### src/rtl/rom_arb_pkg.sv
// rtl/rom_arb_pkg.sv - shared tag type and limits for the ROM arbiter
package rom_arb_pkg;

    typedef enum logic [1:0] {
        TAG_IDLE = 2'd0,
        TAG_VID  = 2'd1,
        TAG_CPU  = 2'd2
    } tag_t;

    localparam int MAX_READ_LATENCY = 4;

endpackage

### src/rtl/rom_arbiter_if.sv
// rtl/rom_arbiter_if.sv - requester and ROM signal bundle for the ROM arbiter
interface rom_arbiter_if #(
    parameter int ADDR_W = 11,
    parameter int DATA_W = 8
);
    logic              vid_req;
    logic [ADDR_W-1:0] vid_addr;
    logic              vid_gnt;
    logic              vid_rvalid;
    logic [DATA_W-1:0] vid_rdata;
    logic              cpu_req;
    logic [ADDR_W-1:0] cpu_addr;
    logic              cpu_gnt;
    logic              cpu_rvalid;
    logic [DATA_W-1:0] cpu_rdata;
    logic [ADDR_W-1:0] mem_addr;
    logic [DATA_W-1:0] mem_q;

    modport slave (
        input  vid_req, vid_addr, cpu_req, cpu_addr, mem_q,
        output vid_gnt, vid_rvalid, vid_rdata,
        output cpu_gnt, cpu_rvalid, cpu_rdata, mem_addr
    );

    modport master (
        output vid_req, vid_addr, cpu_req, cpu_addr, mem_q,
        input  vid_gnt, vid_rvalid, vid_rdata,
        input  cpu_gnt, cpu_rvalid, cpu_rdata, mem_addr
    );
endinterface

### src/rtl/rom_arb_tag_pipe.sv
// rtl/rom_arb_tag_pipe.sv - owner-tag shift register tracking in-flight ROM reads
module rom_arb_tag_pipe
    import rom_arb_pkg::*;
#(
    parameter int DEPTH = 1
) (
    input  logic clk,
    input  logic reset,
    input  tag_t tag_in,
    output tag_t tag_out
);

    tag_t stage [DEPTH];

    always_ff @(posedge clk or posedge reset) begin
        if (reset) begin
            for (int i = 0; i < DEPTH; i++) stage[i] <= TAG_IDLE;
        end else begin
            stage[0] <= tag_in;
            for (int i = 1; i < DEPTH; i++) stage[i] <= stage[i-1];
        end
    end

    assign tag_out = stage[DEPTH-1];

endmodule

### src/rtl/rom_arbiter.sv
// rtl/rom_arbiter.sv - shares one synchronous ROM between video fetch and CPU reads
// Optional statistics outputs are built when ROM_ARB_STATS_EN is defined.
module rom_arbiter
    import rom_arb_pkg::*;
#(
    parameter int ADDR_W         = 11,
    parameter int DATA_W         = 8,
    parameter int READ_LATENCY   = 1,
    parameter int MAX_VID_STREAK = 8
) (
    input  logic            clk,
    input  logic            reset,
    rom_arbiter_if.slave    bus
`ifdef ROM_ARB_STATS_EN
    ,
    output logic [15:0]     cpu_wait_max,
    output logic [31:0]     vid_grants
`endif
);

    localparam int SW = (MAX_VID_STREAK > 0) ? $clog2(MAX_VID_STREAK + 1) : 1;

    generate
        if (READ_LATENCY < 1 || READ_LATENCY > MAX_READ_LATENCY) begin : g_bad_latency
            $error("rom_arbiter: READ_LATENCY must be in 1..4");
        end
    endgenerate

    logic [SW-1:0]     streak;
    logic              force_cpu;
    logic              vid_win;
    logic              cpu_win;
    logic [ADDR_W-1:0] addr_q;
    tag_t              tag_in;
    tag_t              tag_out;

    always_comb begin
        force_cpu = (MAX_VID_STREAK != 0) && bus.cpu_req && (streak == SW'(MAX_VID_STREAK));
        vid_win   = bus.vid_req && !force_cpu;
        cpu_win   = bus.cpu_req && !vid_win;
        tag_in    = vid_win ? TAG_VID : (cpu_win ? TAG_CPU : TAG_IDLE);
    end

    assign bus.vid_gnt  = vid_win;
    assign bus.cpu_gnt  = cpu_win;
    // With no grant the ROM keeps seeing the last issued address.
    assign bus.mem_addr = vid_win ? bus.vid_addr : (cpu_win ? bus.cpu_addr : addr_q);

    always_ff @(posedge clk or posedge reset) begin
        if (reset) begin
            addr_q <= '0;
            streak <= '0;
        end else begin
            if (vid_win || cpu_win) addr_q <= bus.mem_addr;
            if (!bus.cpu_req || cpu_win) begin
                streak <= '0;
            end else if (vid_win && streak != SW'(MAX_VID_STREAK)) begin
                streak <= streak + 1'b1;
            end
        end
    end

    rom_arb_tag_pipe #(
        .DEPTH (READ_LATENCY)
    ) u_tag_pipe (
        .clk     (clk),
        .reset   (reset),
        .tag_in  (tag_in),
        .tag_out (tag_out)
    );

    always_ff @(posedge clk or posedge reset) begin
        if (reset) begin
            bus.vid_rvalid <= 1'b0;
            bus.cpu_rvalid <= 1'b0;
            bus.vid_rdata  <= '0;
            bus.cpu_rdata  <= '0;
        end else begin
            bus.vid_rvalid <= (tag_out == TAG_VID);
            bus.cpu_rvalid <= (tag_out == TAG_CPU);
            if (tag_out == TAG_VID) bus.vid_rdata <= bus.mem_q;
            if (tag_out == TAG_CPU) bus.cpu_rdata <= bus.mem_q;
        end
    end

`ifdef ROM_ARB_STATS_EN
    logic [15:0] wait_cur;
    logic [15:0] wait_nxt;

    assign wait_nxt = wait_cur + 16'd1;

    always_ff @(posedge clk or posedge reset) begin
        if (reset) begin
            wait_cur     <= '0;
            cpu_wait_max <= '0;
            vid_grants   <= '0;
        end else begin
            if (vid_win) vid_grants <= vid_grants + 32'd1;
            if (bus.cpu_req && !cpu_win) begin
                if (wait_cur != 16'hFFFF) begin
                    wait_cur <= wait_nxt;
                    if (wait_nxt > cpu_wait_max) cpu_wait_max <= wait_nxt;
                end
            end else begin
                wait_cur <= '0;
            end
        end
    end
`endif

endmodule

### src/flat_wrapper.sv
// flat-port wrapper written by rule: the top's interface ports become plain ports
module rom_arbiter_flat import rom_arb_pkg::*;
#(
    parameter int ADDR_W         = 11,
    parameter int DATA_W         = 8,
    parameter int READ_LATENCY   = 1,
    parameter int MAX_VID_STREAK = 8
)
  (clk, reset, bus_vid_req, bus_vid_addr, bus_cpu_req, bus_cpu_addr, bus_mem_q, bus_vid_gnt, bus_vid_rvalid, bus_vid_rdata, bus_cpu_gnt, bus_cpu_rvalid, bus_cpu_rdata, bus_mem_addr);
  rom_arbiter_if #(.ADDR_W(ADDR_W), .DATA_W(DATA_W)) bus_i ();
  input  logic clk;
  input  logic reset;
  input wire logic [$bits(bus_i.vid_req)-1:0] bus_vid_req;
  input wire logic [$bits(bus_i.vid_addr)-1:0] bus_vid_addr;
  input wire logic [$bits(bus_i.cpu_req)-1:0] bus_cpu_req;
  input wire logic [$bits(bus_i.cpu_addr)-1:0] bus_cpu_addr;
  input wire logic [$bits(bus_i.mem_q)-1:0] bus_mem_q;
  output wire logic [$bits(bus_i.vid_gnt)-1:0] bus_vid_gnt;
  output wire logic [$bits(bus_i.vid_rvalid)-1:0] bus_vid_rvalid;
  output wire logic [$bits(bus_i.vid_rdata)-1:0] bus_vid_rdata;
  output wire logic [$bits(bus_i.cpu_gnt)-1:0] bus_cpu_gnt;
  output wire logic [$bits(bus_i.cpu_rvalid)-1:0] bus_cpu_rvalid;
  output wire logic [$bits(bus_i.cpu_rdata)-1:0] bus_cpu_rdata;
  output wire logic [$bits(bus_i.mem_addr)-1:0] bus_mem_addr;
  assign bus_i.vid_req = bus_vid_req;
  assign bus_i.vid_addr = bus_vid_addr;
  assign bus_i.cpu_req = bus_cpu_req;
  assign bus_i.cpu_addr = bus_cpu_addr;
  assign bus_i.mem_q = bus_mem_q;
  assign bus_vid_gnt = bus_i.vid_gnt;
  assign bus_vid_rvalid = bus_i.vid_rvalid;
  assign bus_vid_rdata = bus_i.vid_rdata;
  assign bus_cpu_gnt = bus_i.cpu_gnt;
  assign bus_cpu_rvalid = bus_i.cpu_rvalid;
  assign bus_cpu_rdata = bus_i.cpu_rdata;
  assign bus_mem_addr = bus_i.mem_addr;
  rom_arbiter #(.ADDR_W(ADDR_W), .DATA_W(DATA_W), .READ_LATENCY(READ_LATENCY), .MAX_VID_STREAK(MAX_VID_STREAK)) u_core (.clk(clk), .reset(reset), .bus(bus_i));
endmodule
### config.mk
export PLATFORM = sky130hd
export DESIGN_NAME = rom_arbiter_flat
export DESIGN_NICKNAME = d
export VERILOG_FILES = /design/src/rtl/rom_arb_pkg.sv /design/src/rtl/rom_arbiter_if.sv /design/src/rtl/rom_arb_tag_pipe.sv /design/src/rtl/rom_arbiter.sv /design/src/flat_wrapper.sv
export SDC_FILE = /design/constraint.sdc
export NUM_CORES = 1
export LEC_CHECK = 0
export ABC_AREA = 1
export BUFFER_PORTS_ARGS = -buffer_cell sky130_fd_sc_hd__buf_2
export CAP_MARGIN = 10
export CELL_PAD_IN_SITES_DETAIL_PLACEMENT = 1
export CELL_PAD_IN_SITES_GLOBAL_PLACEMENT = 1
export CORE_MARGIN = 5
export CORE_UTILIZATION = 36
export CTS_CLUSTER_SIZE = 16
export DETAILED_ROUTE_END_ITERATION = 12
export PLACE_DENSITY_LB_ADDON = 0.25
export SLEW_MARGIN = 10
export SYNTH_ARGS = -nofsm -noshare
export SYNTH_HDL_FRONTEND = slang
export SYNTH_HIERARCHICAL = 1
export SYNTH_SLANG_ARGS = --single-unit
### constraint.sdc
create_clock -name clk -period 3.8 [get_ports clk]
set_input_delay 0.76 -clock clk [delete_from_list [all_inputs] [get_ports clk]]
set_output_delay 0.76 -clock clk [all_outputs]
set_load 0.02 [all_outputs]
======== Yosys cells after proc, flatten, opt, wreduce, memory -nomap -nowiden ========
Index checks and enable logic that the tools add are counted.
word-level totals
  flip-flop bits (word level) ............. 35
  output and inout bits ................... 31
cells by class
  add/sub/neg operators ................... 1
  eq/ne operators ......................... 4
  multiplexer cells ....................... 6
  reduce and logical (&&, ||, !) cells .... 10
operator list
  operator                                        number
  2-to-1 mux 11 bit                               2
  2-to-1 mux 4 bit                                2
  adder 4 x 1 -> 4 bit (second input constant)    1
  == test 4 bit (second input constant)           1
  logical AND 1 bit                               4
  2-to-1 mux 2 bit                                2
  inequality test 4 bit (second input constant)   1
  zero test 1 bit                                 3
  == test 2 x 1 -> 1 bit (second input constant)  1
  == test 2 bit (second input constant)           1
  logical OR 1 bit                                2
  nonzero test 2 bit                              1

======== Depth between registers and ports, before layout ========
  word-level depth ........................ 8
  mapped depth ............................ 10
  depth with buffers taken out ............ 9

======== Cells and area by module ========
The synthesis kept the hierarchy.
by module, submodules not included
  module            instances  cells each  area each (um^2)
  rom_arbiter       1          187         1503.9
  rom_arb_tag_pipe  1          3           53.8

======== Least setup slack after synthesis ========
Ideal clock, no wire load.
  path kind ............................... in2out
  start point ............................. input bus_cpu_req
  end point ............................... output bus_cpu_gnt
  data arrival time ....................... 1.442 ns
  required time ........................... 3.040 ns
  setup slack ............................. 1.598 ns
  stages on the path ...................... 6
  cell sequence ........................... nand2_1 -> inv_1 -> nand2_2 -> nand2_2 -> inv_1 -> nor2_1
on the way
  cells in the longest elaborated chain, start to end .. 5
ends and longest elaborated chain
  element                RTL line            source
  start, declared        flat_wrapper.sv:15  input wire logic [$bits(bus_i.cpu_req)-1:0] bus_cpu_req;
  logical AND 1 bit      rom_arbiter.sv:38   force_cpu = (MAX_VID_STREAK != 0) && bus.cpu_req && (streak == SW'(MAX_VID_STREAK));
  zero test 1 bit        rom_arbiter.sv:39   vid_win = bus.vid_req && !force_cpu;
  logical AND 1 bit      rom_arbiter.sv:39
  named net bus_vid_gnt  flat_wrapper.sv:18  output wire logic [$bits(bus_i.vid_gnt)-1:0] bus_vid_gnt;
  zero test 1 bit        rom_arbiter.sv:40   cpu_win = bus.cpu_req && !vid_win;
  logical AND 1 bit      rom_arbiter.sv:40
  end, declared          flat_wrapper.sv:21  output wire logic [$bits(bus_i.cpu_gnt)-1:0] bus_cpu_gnt;
The timed path passes the listed nets, and every way through them passes these cells.

======== Worst setup path in the final report ========
  start point ............................. input bus_cpu_req
  end point ............................... output bus_mem_addr[1]
on the way
  cells in the longest elaborated chain, start to end .. 7
ends and longest elaborated chain
  element              RTL line            source
  logical AND 1 bit    rom_arbiter.sv:38
  zero test 1 bit      rom_arbiter.sv:39
  logical AND 1 bit    rom_arbiter.sv:39
  zero test 1 bit      rom_arbiter.sv:40
  logical AND 1 bit    rom_arbiter.sv:40
  2-to-1 mux 11 bit    rom_arbiter.sv:47   assign bus.mem_addr = vid_win ? bus.vid_addr : (cpu_win ? bus.cpu_addr : addr_q);
  2-to-1 mux 11 bit *  rom_arbiter.sv:47
  end, declared        flat_wrapper.sv:24  output wire logic [$bits(bus_i.mem_addr)-1:0] bus_mem_addr;
Mark *: on every way between the ends. The rest lies on a longest branch, timed or not.

==> impl_metrics.toml <==
[status]
status = "finished, final reports clean"

[sta]
finalSetupViolations = 0
drv_slew = 0
finalCritPeriodShare_pct = 75.0
layout_min_cycle_time_ps = 2850
finalSetupTns_ps = 0
clock-skew-final_ps = 4.74
tightest_slew_ps = 905
fmax_mhz = 351
worst_slack_ps = 951
hold_viol_final = 0
slew_headroom_pct = 39.6
rsz0062_at_grt = "no"

[global_routing]
overflow = 0
antenna_found_initial = 0
grt_pass1_wl_um = 6530
grt_use_total_pct = 15.4
grt_max_degree = 26
grt_pass1_vias = 1453

[placement]
dp_hpwl_um = 3030
gp_congestion = 0.750
pre_cts_ws_ps = 949
io_buffer_count = 64

[clock_network]
clk_path_buf_depth = 2
cts_tree = "yes"
cts.sinks = 35
htreeDepth = 2
clockRootBuffer = "clkbuf_8"
cts_setup_buffers = 0
path_clk_slew_ps = 70
clk-insertion-delay-late_ps = 280
cts_resized = 0
cts_buffers = 5
postCtsHoldBufs = 0

[setup_path]
critPathKind = "input port to output pin"
r2r-start = "u_core/streak[0]"
critPathCaptureType = "output pin"
reg2reg_depth = 9
crit_path_max_fanout = 15
setup.worst_path.start_class = "input port"
worstPathArrival_ps = 2090
crit_start = "bus_cpu_req"
cp.required_ps = 3040

[synthesis]
synthCells = 190
synthTopCellsByArea = "dfrtp_1 56%, nand2_1 15%, nand3_1 7.4%"
syn_area_sq_um = 1560
synth_cell_types = 14
yosysWarnings = 6
yosys.area.top_type = "dfrtp_1"
ys_seq_area_share_pct = 56.2
ys_ff_latch = 35
syn_nets = 226
synth_top_cell_area_share_pct = 56.2
syn_area_per_cell_sq_um = 8.20

[worst_hold_path]
holdCritPathClass = "input port to asynchronous set/reset pin"

[power_and_ir_drop]
leakage_nw = 1.21
power.net_switching_mw = 0.269
p_comb_share_pct = 18.4
power_frac_clock_pct = 38.9
power.internal_mw = 0.736
ir_drop_uv = 188
power_frac_seq_pct = 42.7
swShare_pct = 26.7
p_per_area_nw_per_um2 = 493

[floorplan]
io_pins = 65
dieArea_sq_um = 5740
num_rows = 24
start_util_pct = 36.5
die_y_um = 75.8
fp.dieW_um = 75.8
core-area_sq_um = 4260

[routing]
wl_per_cell_um = 12.8
firstDrtPassIters = 4
wl_um = 3940
vias = 1389
drc = 0
vias_per_cell = 4.51
ant_nets = 0
dr.first_iter.drc_count = 31

[flow_run]
drv_cap = 0

[final_layout]
regArea_sq_um = 876
multiInputGateArea_sq_um = 520
syn_to_final_growth_pct = 30.8
antenna_cells = 0
drive_above_1_share_pct = 28.9
nFillCells = 551
nets = 291
## logic make-up after synthesis
kind of cell               synth area share [%]
and+or+nand+nor                            25.5
adders and majority gates                  1.61
DFF                                        56.2
xor gates and xnor gates                   1.12
buffers and inverters                      10.4
AOI/OAI and AO/OA                          5.14
## path summary, 6_finish.rpt
check | endpoint | slack [ps]
min in group clk | u_core/bus.vid_rvalid | 440
min | u_core/u_tag_pipe/tag_out[1] | 330
max reg2reg | u_core/streak[2] | 2120
min reg2reg | u_core/bus.vid_rvalid | 440
max in group asynchronous | u_core/addr_q[0] | 2440
max | bus_mem_addr[1] | 950
## registers in the layout, summed over array words and instances, names as in the netlist
signal / cells
u_core/addr_q: 11
u_core/bus.cpu_rdata: 8
u_core/bus.vid_rdata: 8
u_core/streak: 4
u_core/u_tag_pipe/tag_out: 2
u_core/bus.cpu_rvalid: 1
u_core/bus.vid_rvalid: 1
## area by class of cell
class / count / area share (%)
inverter: 31 / 5.71
sequential: 35 / 43.0
multi-input combinational: 117 / 25.5
tap: 52 / 3.19
clock buffer: 6 / 3.56
clock inverter: 2 / 2.95
timing repair buffer: 65 / 16.1
## through the flow
step	total power [mW]	util (%)	cells	area, sq um	hold slack (ps)
floorplan	0.550	-	190	1560	413
global placement	0.621	44.7	300	1910	423
detailed placement	0.625	44.7	300	1910	434
CTS	1.02	47.8	308	2040	322
global route	1.06	47.8	308	2040	330
finish	1.01	47.8	308	2040	327
## Yosys cell counts
master,number
buf_6,2
buf_2,3
inv_1,27
ha_1,2
dfrtp_1,35
nand3_1,23
xor2_1,1
clkbuf_1,2
nand2_2,2
clkinv_1,4
nand2_1,63
o21ai_0,16
nor2_1,9
xnor2_1,1
## critical path, cell delays in order
cell and delay (ps):
buf_2 190, nor2_1 600, nand2_1 150, nand2_1 110, clkinv_1 70, nand2_1 50
buf_2 160
## layout by cell type, fill, tap and decap left out
cell and count:
inv_1 27, nand2_1 63, dfrtp_1 35, clkbuf_8 5
bufinv_16 2, ha_1 2, buf_4 1, nand2_2 2
xor2_1 1, buf_2 64, o21ai_0 16, clkbuf_1 1
clkinv_1 4, nor2_1 9, xnor2_1 1, nand3_1 23
## power groups by stage
| stage | registers [mW] | clock network, mW | logic, mW |
|---|---|---|---|
| after global placement | 0.435 | 0 | 0.185 |
| final | 0.429 | 0.391 | 0.185 |
| after detailed placement | 0.437 | 0 | 0.189 |
| after global routing | 0.434 | 0.419 | 0.208 |
| after floorplan | 0.467 | 0 | 0.0824 |
| after CTS | 0.430 | 0.401 | 0.190 |
## routing by layer
layer / global-route usage, % / up-vias / part of all wire (%)
met5: 0 / - / 0
li1: - / 704 / -
met3: 4.35 / 6 / 5.9
met1: 19.5 / 644 / 43
met2: 24.4 / 35 / 49
met4: 6.99 / 0 / 1.7
(Power assumes the default switching activity.)
